==> config.mk <==
export PLATFORM = sky130hd
export DESIGN_NAME = apu_mixer
export DESIGN_NICKNAME = d
export VERILOG_FILES = /design/src/rtl/apu_mixer.sv
export SDC_FILE = /design/constraint.sdc
export NUM_CORES = 1
export LEC_CHECK = 0
export CAP_MARGIN = 5
export CORE_MARGIN = 2
export CORE_UTILIZATION = 35
export DETAILED_ROUTE_END_ITERATION = 6
export MAX_ROUTING_LAYER = met4
export PLACE_DENSITY = 0.56
export SYNTH_ARGS = -nofsm -noshare
export SYNTH_HDL_FRONTEND = slang
export SYNTH_SLANG_ARGS = --single-unit
export TNS_END_PERCENT = 20
==> constraint.sdc <==
create_clock -name clk -period 9.2 [get_ports clk]
set_input_delay 1.84 -clock clk [delete_from_list [all_inputs] [get_ports clk]]
set_output_delay 1.84 -clock clk [all_outputs]
set_load 0.03 [all_outputs]
==> src/rtl/apu_mixer.sv <==
// apu_mixer: N-channel audio mixer with per-channel gain RAM and mute mask.
//
// Once per output period (2^OUT_WIDTH clocks) a sequencer walks the channels,
// one per cycle. It accumulates ch_data[k]*gain[k] for every unmuted channel,
// then shifts right by SHIFT and saturates the sum to OUT_WIDTH bits. The
// result is published on the last cycle of the period and drives a 1-bit
// audio output.
//
// Optional feature macro: APU_MIXER_SDM_EN.
//   - Defined: pwm comes from a first-order sigma-delta modulator.
//   - Undefined: pwm is a counter-compare PWM.
//
// Ports:
//   clk          APU clock
//   reset        asynchronous, active-high reset
//   ch_data      packed channel samples, channel k at [k*WIDTH +: WIDTH]
//   mute         per-channel mute mask (1 = contribution forced to 0)
//   gain_wr      one-cycle gain write strobe
//   gain_addr    channel index for the gain write (>= CHANNELS is ignored)
//   gain_data    gain value for the write
//   sample       currently playing mixed sample
//   sample_valid one-cycle pulse after sample was updated
//   pwm          registered 1-bit audio output
module apu_mixer #(
  parameter int CHANNELS   = 4,
  parameter int WIDTH      = 4,
  parameter int GAIN_WIDTH = 4,
  parameter int OUT_WIDTH  = 8,
  parameter int SHIFT      = 1,
  localparam int AW        = (CHANNELS > 1) ? $clog2(CHANNELS) : 1
) (
  input  logic                      clk,
  input  logic                      reset,
  input  logic [CHANNELS*WIDTH-1:0] ch_data,
  input  logic [CHANNELS-1:0]       mute,
  input  logic                      gain_wr,
  input  logic [AW-1:0]             gain_addr,
  input  logic [GAIN_WIDTH-1:0]     gain_data,
  output logic [OUT_WIDTH-1:0]      sample,
  output logic                      sample_valid,
  output logic                      pwm
);

  // Accumulator width: large enough that the sum of all channel products cannot overflow.
  localparam int ACC_W = WIDTH + GAIN_WIDTH + $clog2(CHANNELS) + 1;
  // Common width used when comparing the shifted sum against the output ceiling.
  localparam int CW    = (ACC_W > OUT_WIDTH) ? ACC_W : OUT_WIDTH;
  localparam logic [GAIN_WIDTH-1:0] GAIN_RST = GAIN_WIDTH'(1'b1) << (GAIN_WIDTH - 1);
  localparam logic [OUT_WIDTH-1:0]  OUT_MAX  = {OUT_WIDTH{1'b1}};

  typedef enum logic [1:0] {
    IDLE = 2'd0,
    ACC  = 2'd1,
    SAT  = 2'd2
  } state_e;

  // Shift the accumulated sum right by SHIFT, then clamp it to the largest output code.
  function automatic logic [OUT_WIDTH-1:0] saturate(input logic [ACC_W-1:0] a);
    logic [CW-1:0] v;
    v = CW'(a >> SHIFT);
    if (v > CW'(OUT_MAX)) begin
      saturate = OUT_MAX;
    end else begin
      saturate = v[OUT_WIDTH-1:0];
    end
  endfunction

  state_e                 state_q, state_d;
  logic [OUT_WIDTH-1:0]   cnt_q, cnt_d;
  logic [AW-1:0]          step_q, step_d;
  logic [ACC_W-1:0]       acc_q, acc_d;
  logic [OUT_WIDTH-1:0]   mix_next_q, mix_next_d;
  logic [OUT_WIDTH-1:0]   sample_q, sample_d;
  logic                   valid_q, valid_d;
  logic                   pwm_q, pwm_d;
  logic [GAIN_WIDTH-1:0]  gain_q [CHANNELS];
  logic [GAIN_WIDTH-1:0]  gain_d [CHANNELS];

  logic [WIDTH-1:0]       ch_sel;
  logic [GAIN_WIDTH-1:0]  gain_sel;
  logic                   mute_sel;

  // Pick the channel, gain and mute bit addressed by the current ACC step.
  // Indices beyond CHANNELS-1 are never selected.
  always_comb begin
    ch_sel   = '0;
    gain_sel = '0;
    mute_sel = 1'b0;
    for (int k = 0; k < CHANNELS; k++) begin
      ch_sel   = (step_q == AW'(k)) ? ch_data[k*WIDTH +: WIDTH] : ch_sel;
      gain_sel = (step_q == AW'(k)) ? gain_q[k] : gain_sel;
      mute_sel = (step_q == AW'(k)) ? mute[k] : mute_sel;
    end
  end

  // Gain RAM write port: an address that matches no channel leaves every entry unchanged.
  // A same-cycle write lands after the ACC read, so the old gain is used this period.
  always_comb begin
    for (int k = 0; k < CHANNELS; k++) begin
      gain_d[k] = (gain_wr && (gain_addr == AW'(k))) ? gain_data : gain_q[k];
    end
  end

  // Sequencer next-state logic, period counter, publish strobe and output compare.
  always_comb begin
    state_d    = state_q;
    step_d     = step_q;
    acc_d      = acc_q;
    mix_next_d = mix_next_q;
    cnt_d      = cnt_q + OUT_WIDTH'(1'b1);
    case (state_q)
      IDLE: begin
        if (cnt_q == '0) begin
          state_d = ACC;
          acc_d   = '0;
          step_d  = '0;
        end else begin
          state_d = IDLE;
        end
      end
      ACC: begin
        if (mute_sel) begin
          acc_d = acc_q;
        end else begin
          acc_d = acc_q + (ACC_W'(ch_sel) * ACC_W'(gain_sel));
        end
        step_d = step_q + AW'(1'b1);
        if (step_q == AW'(CHANNELS - 1)) begin
          state_d = SAT;
        end else begin
          state_d = ACC;
        end
      end
      SAT: begin
        mix_next_d = saturate(acc_q);
        state_d    = IDLE;
      end
      default: begin
        state_d = IDLE;
      end
    endcase

    // The new mix is published on the last cycle of the period and flagged one cycle later.
    if (cnt_q == OUT_MAX) begin
      sample_d = mix_next_q;
      valid_d  = 1'b1;
    end else begin
      sample_d = sample_q;
      valid_d  = 1'b0;
    end
  end

`ifdef APU_MIXER_SDM_EN
  logic [OUT_WIDTH:0] s_q, s_d;

  // Sigma-delta modulator: the carry out of the phase accumulator is the output bit.
  always_comb begin
    s_d   = {1'b0, s_q[OUT_WIDTH-1:0]} + {1'b0, sample_q};
    pwm_d = s_d[OUT_WIDTH];
  end

  // Sigma-delta phase accumulator register.
  always_ff @(posedge clk or posedge reset) begin
    if (reset) begin
      s_q <= '0;
    end else begin
      s_q <= s_d;
    end
  end
`else
  // Counter-compare PWM: high for `sample` out of every 2^OUT_WIDTH cycles.
  always_comb begin
    pwm_d = (cnt_q < sample_q);
  end
`endif

  // All sequencer, gain RAM and output state; reset discards any partial accumulation.
  always_ff @(posedge clk or posedge reset) begin
    if (reset) begin
      state_q    <= IDLE;
      cnt_q      <= '0;
      step_q     <= '0;
      acc_q      <= '0;
      mix_next_q <= '0;
      sample_q   <= '0;
      valid_q    <= 1'b0;
      pwm_q      <= 1'b0;
      for (int k = 0; k < CHANNELS; k++) begin
        gain_q[k] <= GAIN_RST;
      end
    end else begin
      state_q    <= state_d;
      cnt_q      <= cnt_d;
      step_q     <= step_d;
      acc_q      <= acc_d;
      mix_next_q <= mix_next_d;
      sample_q   <= sample_d;
      valid_q    <= valid_d;
      pwm_q      <= pwm_d;
      for (int k = 0; k < CHANNELS; k++) begin
        gain_q[k] <= gain_d[k];
      end
    end
  end

  assign sample       = sample_q;
  assign sample_valid = valid_q;
  assign pwm          = pwm_q;

endmodule

### Yosys cells after proc, flatten, opt, wreduce, memory -nomap -nowiden

Index checks and enable logic that the tools add are counted.

| word-level totals | value |
|---|---|
| bits in registers | 57 |
| bits of input ports | 29 |
| output and inout port bits | 10 |

| cells by class | value |
|---|---|
| add/sub/neg operators | 3 |
| multipliers | 1 |
| magnitude comparators | 2 |
| eq/ne operators | 11 |
| multiplexer cells | 22 |
| reductions and logical operators | 11 |

Operator list:

| cell | number |
|---|---|
| $mux 4 | 8 |
| $mux 11 | 2 |
| $pmux 11 s2 | 1 |
| $add 11x8->11 | 1 |
| $eq 2x2->1 const B | 5 |
| $gt 10x8->1 const B | 1 |
| $add 8x1->8 const B | 1 |
| $eq 8x8->1 const B | 1 |
| $logic_not 8->1 | 1 |
| $lt 8x8->1 | 1 |
| $mul 4x4->8 | 1 |
| $mux 8 | 1 |
| $pmux 2 s2 | 2 |
| $eq 2x1->1 const B | 3 |
| $logic_not 2->1 | 3 |
| $mux 1 | 6 |
| $logic_and 1x1->1 | 4 |
| $mux 2 | 2 |
| $ne 2x2->1 const B | 2 |
| $reduce_and 3->1 | 1 |
| $add 2x1->2 const B | 1 |
| $reduce_and 2->1 | 1 |
| $reduce_bool 2->1 | 1 |

### Logic depth before layout (Yosys ltp)

| logic depth | value |
|---|---|
| depth after elaboration | 9 |
| gate-level depth with buffers | 20 |
| mapped depth without buffers | 19 |

### Worst setup path before layout

Ideal clock, no wire load.

| path | value |
|---|---|
| path type | input to register |
| start point | in ch_data[2] |
| end point | reg acc_q[9] |
| library setup time | 0.124 ns |
| arrival time | 5.200 ns |
| required time | 9.076 ns |
| setup slack | 3.876 ns |
| stages on the path | 15 |
| buffers on the path | 0 |
| path through | nor2b_1 > a221oi_2 > nor3_1 > a21oi_2 > or2_1 > fa_1 > fa_1 > fa_1 > inv_1 > ha_1 > a211oi_1 > o211ai_1 > o211ai_1 > nor3b_2 > a211o_1 |

| on the way | value |
|---|---|
| word-level cells in the longest chain between the ends | 8 |

RTL lines:

| element | line | text |
|---|---|---|
| start, declared | 34 | `input logic [CHANNELS*WIDTH-1:0] ch_data,` |
| $mux 4 (4 in a row) | 90 | `ch_sel = (step_q == AW'(k)) ? ch_data[k*WIDTH +: WIDTH] : ch_sel;` |
| $mul 4x4->8 | 125 | `acc_d = acc_q + (ACC_W'(ch_sel) * ACC_W'(gain_sel));` |
| $add 11x8->11 | 125 |  |
| $mux 11 | 122 | `if (mute_sel) begin` |
| $pmux 11 s2 | 111 | `case (state_q)` |
| end signal, assigned | 183 | `acc_q <= '0;` |
| end signal, assigned | 195 | `acc_q <= acc_d;` |
| end, declared | 71 | `logic [ACC_W-1:0] acc_q, acc_d;` |

Every way passes these cells. The select of a mux whose other input is x is not followed.
A chain may end at the register's enable or synchronous reset.

### Worst setup path in the final report

Ends and elaborated chain as after synthesis.

==> impl_metrics.tcl <==
set metrics [dict create \
    status "complete, no violations" \
    finalSetupTns_ns 0 \
    finalCritPeriodShare_pct 63.6 \
    report.final.slew_viol_count 0 \
    wl_per_cell_um 13.7 \
    ctsHoldBuffers 0 \
    clock-root-buffer "clkbuf_8" \
    yosysUniqueCellTypes 49 \
    max_cap_violations 0 \
    syn_avg_cell_area_um2 10.7 \
    place_congestion 0.824 \
    slew_headroom_pct 37.3 \
    hold_path_depth 2 \
    synthArstFlopShare_pct 100 \
    wl_met1_um 3270 \
    io_buffers 38 \
    synthCells 330 \
    regArea_um2 1430 \
    setup_violations 0 \
    syn_to_final_growth_pct 19.9 \
    worstPathMaxFanout 5 \
    leakagePower_nw 1.89 \
    num_vias 2510 \
    wl_met3_um 266 \
    clock.fmax_ghz 0.171 \
    routed-wl-met2_um 3320 \
    netlist_top_cells_area "dfrtp_1 (37%), ha_1 (11%), mux2_2 (5.4%), fa_1 (5.1%), inv_1 (3.6%)" \
    place_hpwl_um 5200 \
    via_per_inst 4.94 \
    p_clk_share_pct 31.8 \
    fp.dieH_um 105 \
    synth-edff-count 0 \
    fin_worst_skew_ns 0.0112 \
    yosys_warnings 0 \
    r2r_cells 17 \
    clk_latency_ns 0.34 \
    grt_setup_unrepaired "false" \
    first_iter_violations 73 \
    required_ns 9.43 \
    clock-sinks 57 \
    start_kind "input port" \
    top_layer "met4" \
    power.internal_w 0.000575 \
    dieArea_um2 10900 \
    final_cell_area_um2 4240 \
    dominantRegCellSynth "dfrtp_1" \
    synth_area_um2 3540 \
    dpl_cell_area_um2 4020 \
    routed_wirelength_um 6970 \
    initial_core_util_pct 36.2 \
    insertedDiodeCount 0 \
    clk_pin_slew_ns 0.08 \
    ioPinCount 39 \
    grt_use_total_pct 14.0 \
    p_comb_share_pct 31.5 \
    critPathKind "input port to register" \
    fp.dieW_um 105 \
    cts_max_level 3 \
    synth_top_area_cell "dfrtp_1" \
    drive_above_1_share_pct 14.1 \
    syn_nets 399 \
    p_per_area_nw_per_um2 200 \
    end_kind "register" \
    cts_resized 0 \
    cts_buffers 9 \
    coreArea_um2 9770 \
    grt_pass1_vias 2527 \
    multi_input_area_um2 1900 \
    final.fill_count 971 \
    switching_share_pct 32.3 \
    finalHoldViolCount 0 \
    grt_pass1_wl_um 11700 \
    grt_overflow 0 \
    switchingPower_w 0.000274 \
    tightest_slew_ns 0.941 \
    cts_tree "built" \
    hp-class "register to register" \
    drt-pass1-iter-count 4 \
    final_nets 439 \
    route.detailed.drc 0 \
    synth.ff_latch_count 57 \
    yosysMostFrequentCell "dfrtp_1" \
    cts_buffer_depth 2 \
    netlist.area_leader.share_pct 37.5 \
    ant_nets 0 \
    antenna_found_initial 0 \
    ys_seq_area_share_pct 40.5 \
    max-vdd-ir-drop_v 0.000102 \
    cp_data_arrival_time_ns 6.08 \
    power.share.sequential_pct 36.7 \
    synth_common_cells "dfrtp_1 (53), inv_1 (34), ha_1 (31), mux2_2 (17), nor2_1 (17)" \
    grt_max_degree 58 \
    fin_crit_ns 5.85 \
    rows 36 \
    cts_setup_buffers 0 \
]
## layout by cell type (no fill, tap or decap), drive strengths merged, types with 10 or more instances in the layout
cell and count:
dfrtp 53, clkdlybuf4s50 38, inv 35, ha 31, nor2 18, a21oi 18
mux2 17, nor2b 15, nand2 15, o21ai 13, nor3 10
## path summary, 6_finish.rpt
kind | startpoint | to | slack (ns)
setup reg to reg | step_q[1]$_DFFE_PP0P_ | acc_q[9]$_DFFE_PP0P_ | 4.00
hold reg to reg | mix_next_q[5]$_DFFE_PP0N_ | sample[5]$_DFFE_PP0P_ | 0.49
hold / removal | mix_next_q[5]$_DFFE_PP0N_ | sample[5]$_DFFE_PP0P_ | 0.49
max in group asynchronous | reset | mix_next_q[5]$_DFFE_PP0N_ | 6.71
min in group asynchronous | reset | cnt_q[3]$_DFF_PP0_ | 2.02
setup / recovery | ch_data[2] | acc_q[9]$_DFFE_PP0P_ | 3.35
## worst max-delay path, cell delays in order
cell,delay (ns)
clkdlybuf4s50_1,0.44
nor2b_1,0.17
a221oi_2,0.08
nor3_1,0.31
a21oi_2,0.09
or2_1,0.29
fa_1,0.48
fa_1,0.52
fa_1,0.52
inv_1,0.04
ha_1,0.35
a211oi_1,0.31
o211ai_1,0.15
o211ai_1,0.15
nor3b_2,0.07
a211o_1,0.26
## sequential cells by signal (all words and copies together), names as in the netlist
name and cells:
gain_q 16, acc_q 11, sample_valid 1, step_q 2
sample 8, cnt_q 8, pwm 1, state_q 2
mix_next_q 8
## metrics by stage
| step | hold WS, ns | setup slack (ns) | cells | util, % | total power [W] |
|---|---|---|---|---|---|
| 5_1_grt | 0.513 | 3.18 | 508 | 43.4 | 0.000911 |
| 3_3_place_gp | 0.470 | 3.09 | 492 | 41.1 | 0.000582 |
| 6_report | 0.486 | 3.35 | 508 | 43.4 | 0.000849 |
| 2_1_floorplan | 0.449 | 3.88 | 330 | - | 0.000527 |
| 4_1_cts | 0.488 | 3.32 | 508 | 43.4 | 0.000861 |
| 3_5_place_dp | 0.474 | 2.95 | 492 | 41.1 | 0.000586 |
## layout make-up
cell class	instances	area share [%]
Clock buffer	9	2.92
Clock inverter	7	2.42
Inverter	34	3.01
Multi-Input combinational cell	229	44.9
Sequential cell	57	33.7
Tap cell	133	3.92
Timing Repair Buffer	39	9.14
## cells by family after synthesis
kind of cell / Yosys count / synth area share (%)
XOR/XNOR: 12 / 2.97
multiplexers: 17 / 5.41
adder cells (fa/ha/maj): 40 / 16.1
AO/OA/AOI/OAI: 75 / 16.1
flip-flops: 57 / 40.5
buffers and inverters: 44 / 5.76
AND/OR/NAND/NOR: 85 / 13.3
## power by group through the flow
stage / Sequential, W / Combinational [W] / Clock, W
after floorplan: 0.000309 / 0.000218 / 0
after global placement: 0.000315 / 0.000267 / 0
after detailed placement: 0.000316 / 0.000270 / 0
after CTS: 0.000311 / 0.000272 / 0.000278
after global routing: 0.000317 / 0.000306 / 0.000287
final: 0.000311 / 0.000267 / 0.000270
## metal layers
layer / up-vias / GRT usage, %
met2: 59 / 22.7
met1: 1197 / 16.6
met5: - / -
met4: 0 / 5.69
met3: 10 / 3.43
li1: 1244 / -
No activity file was read; power rests on OpenSTA's default activity.
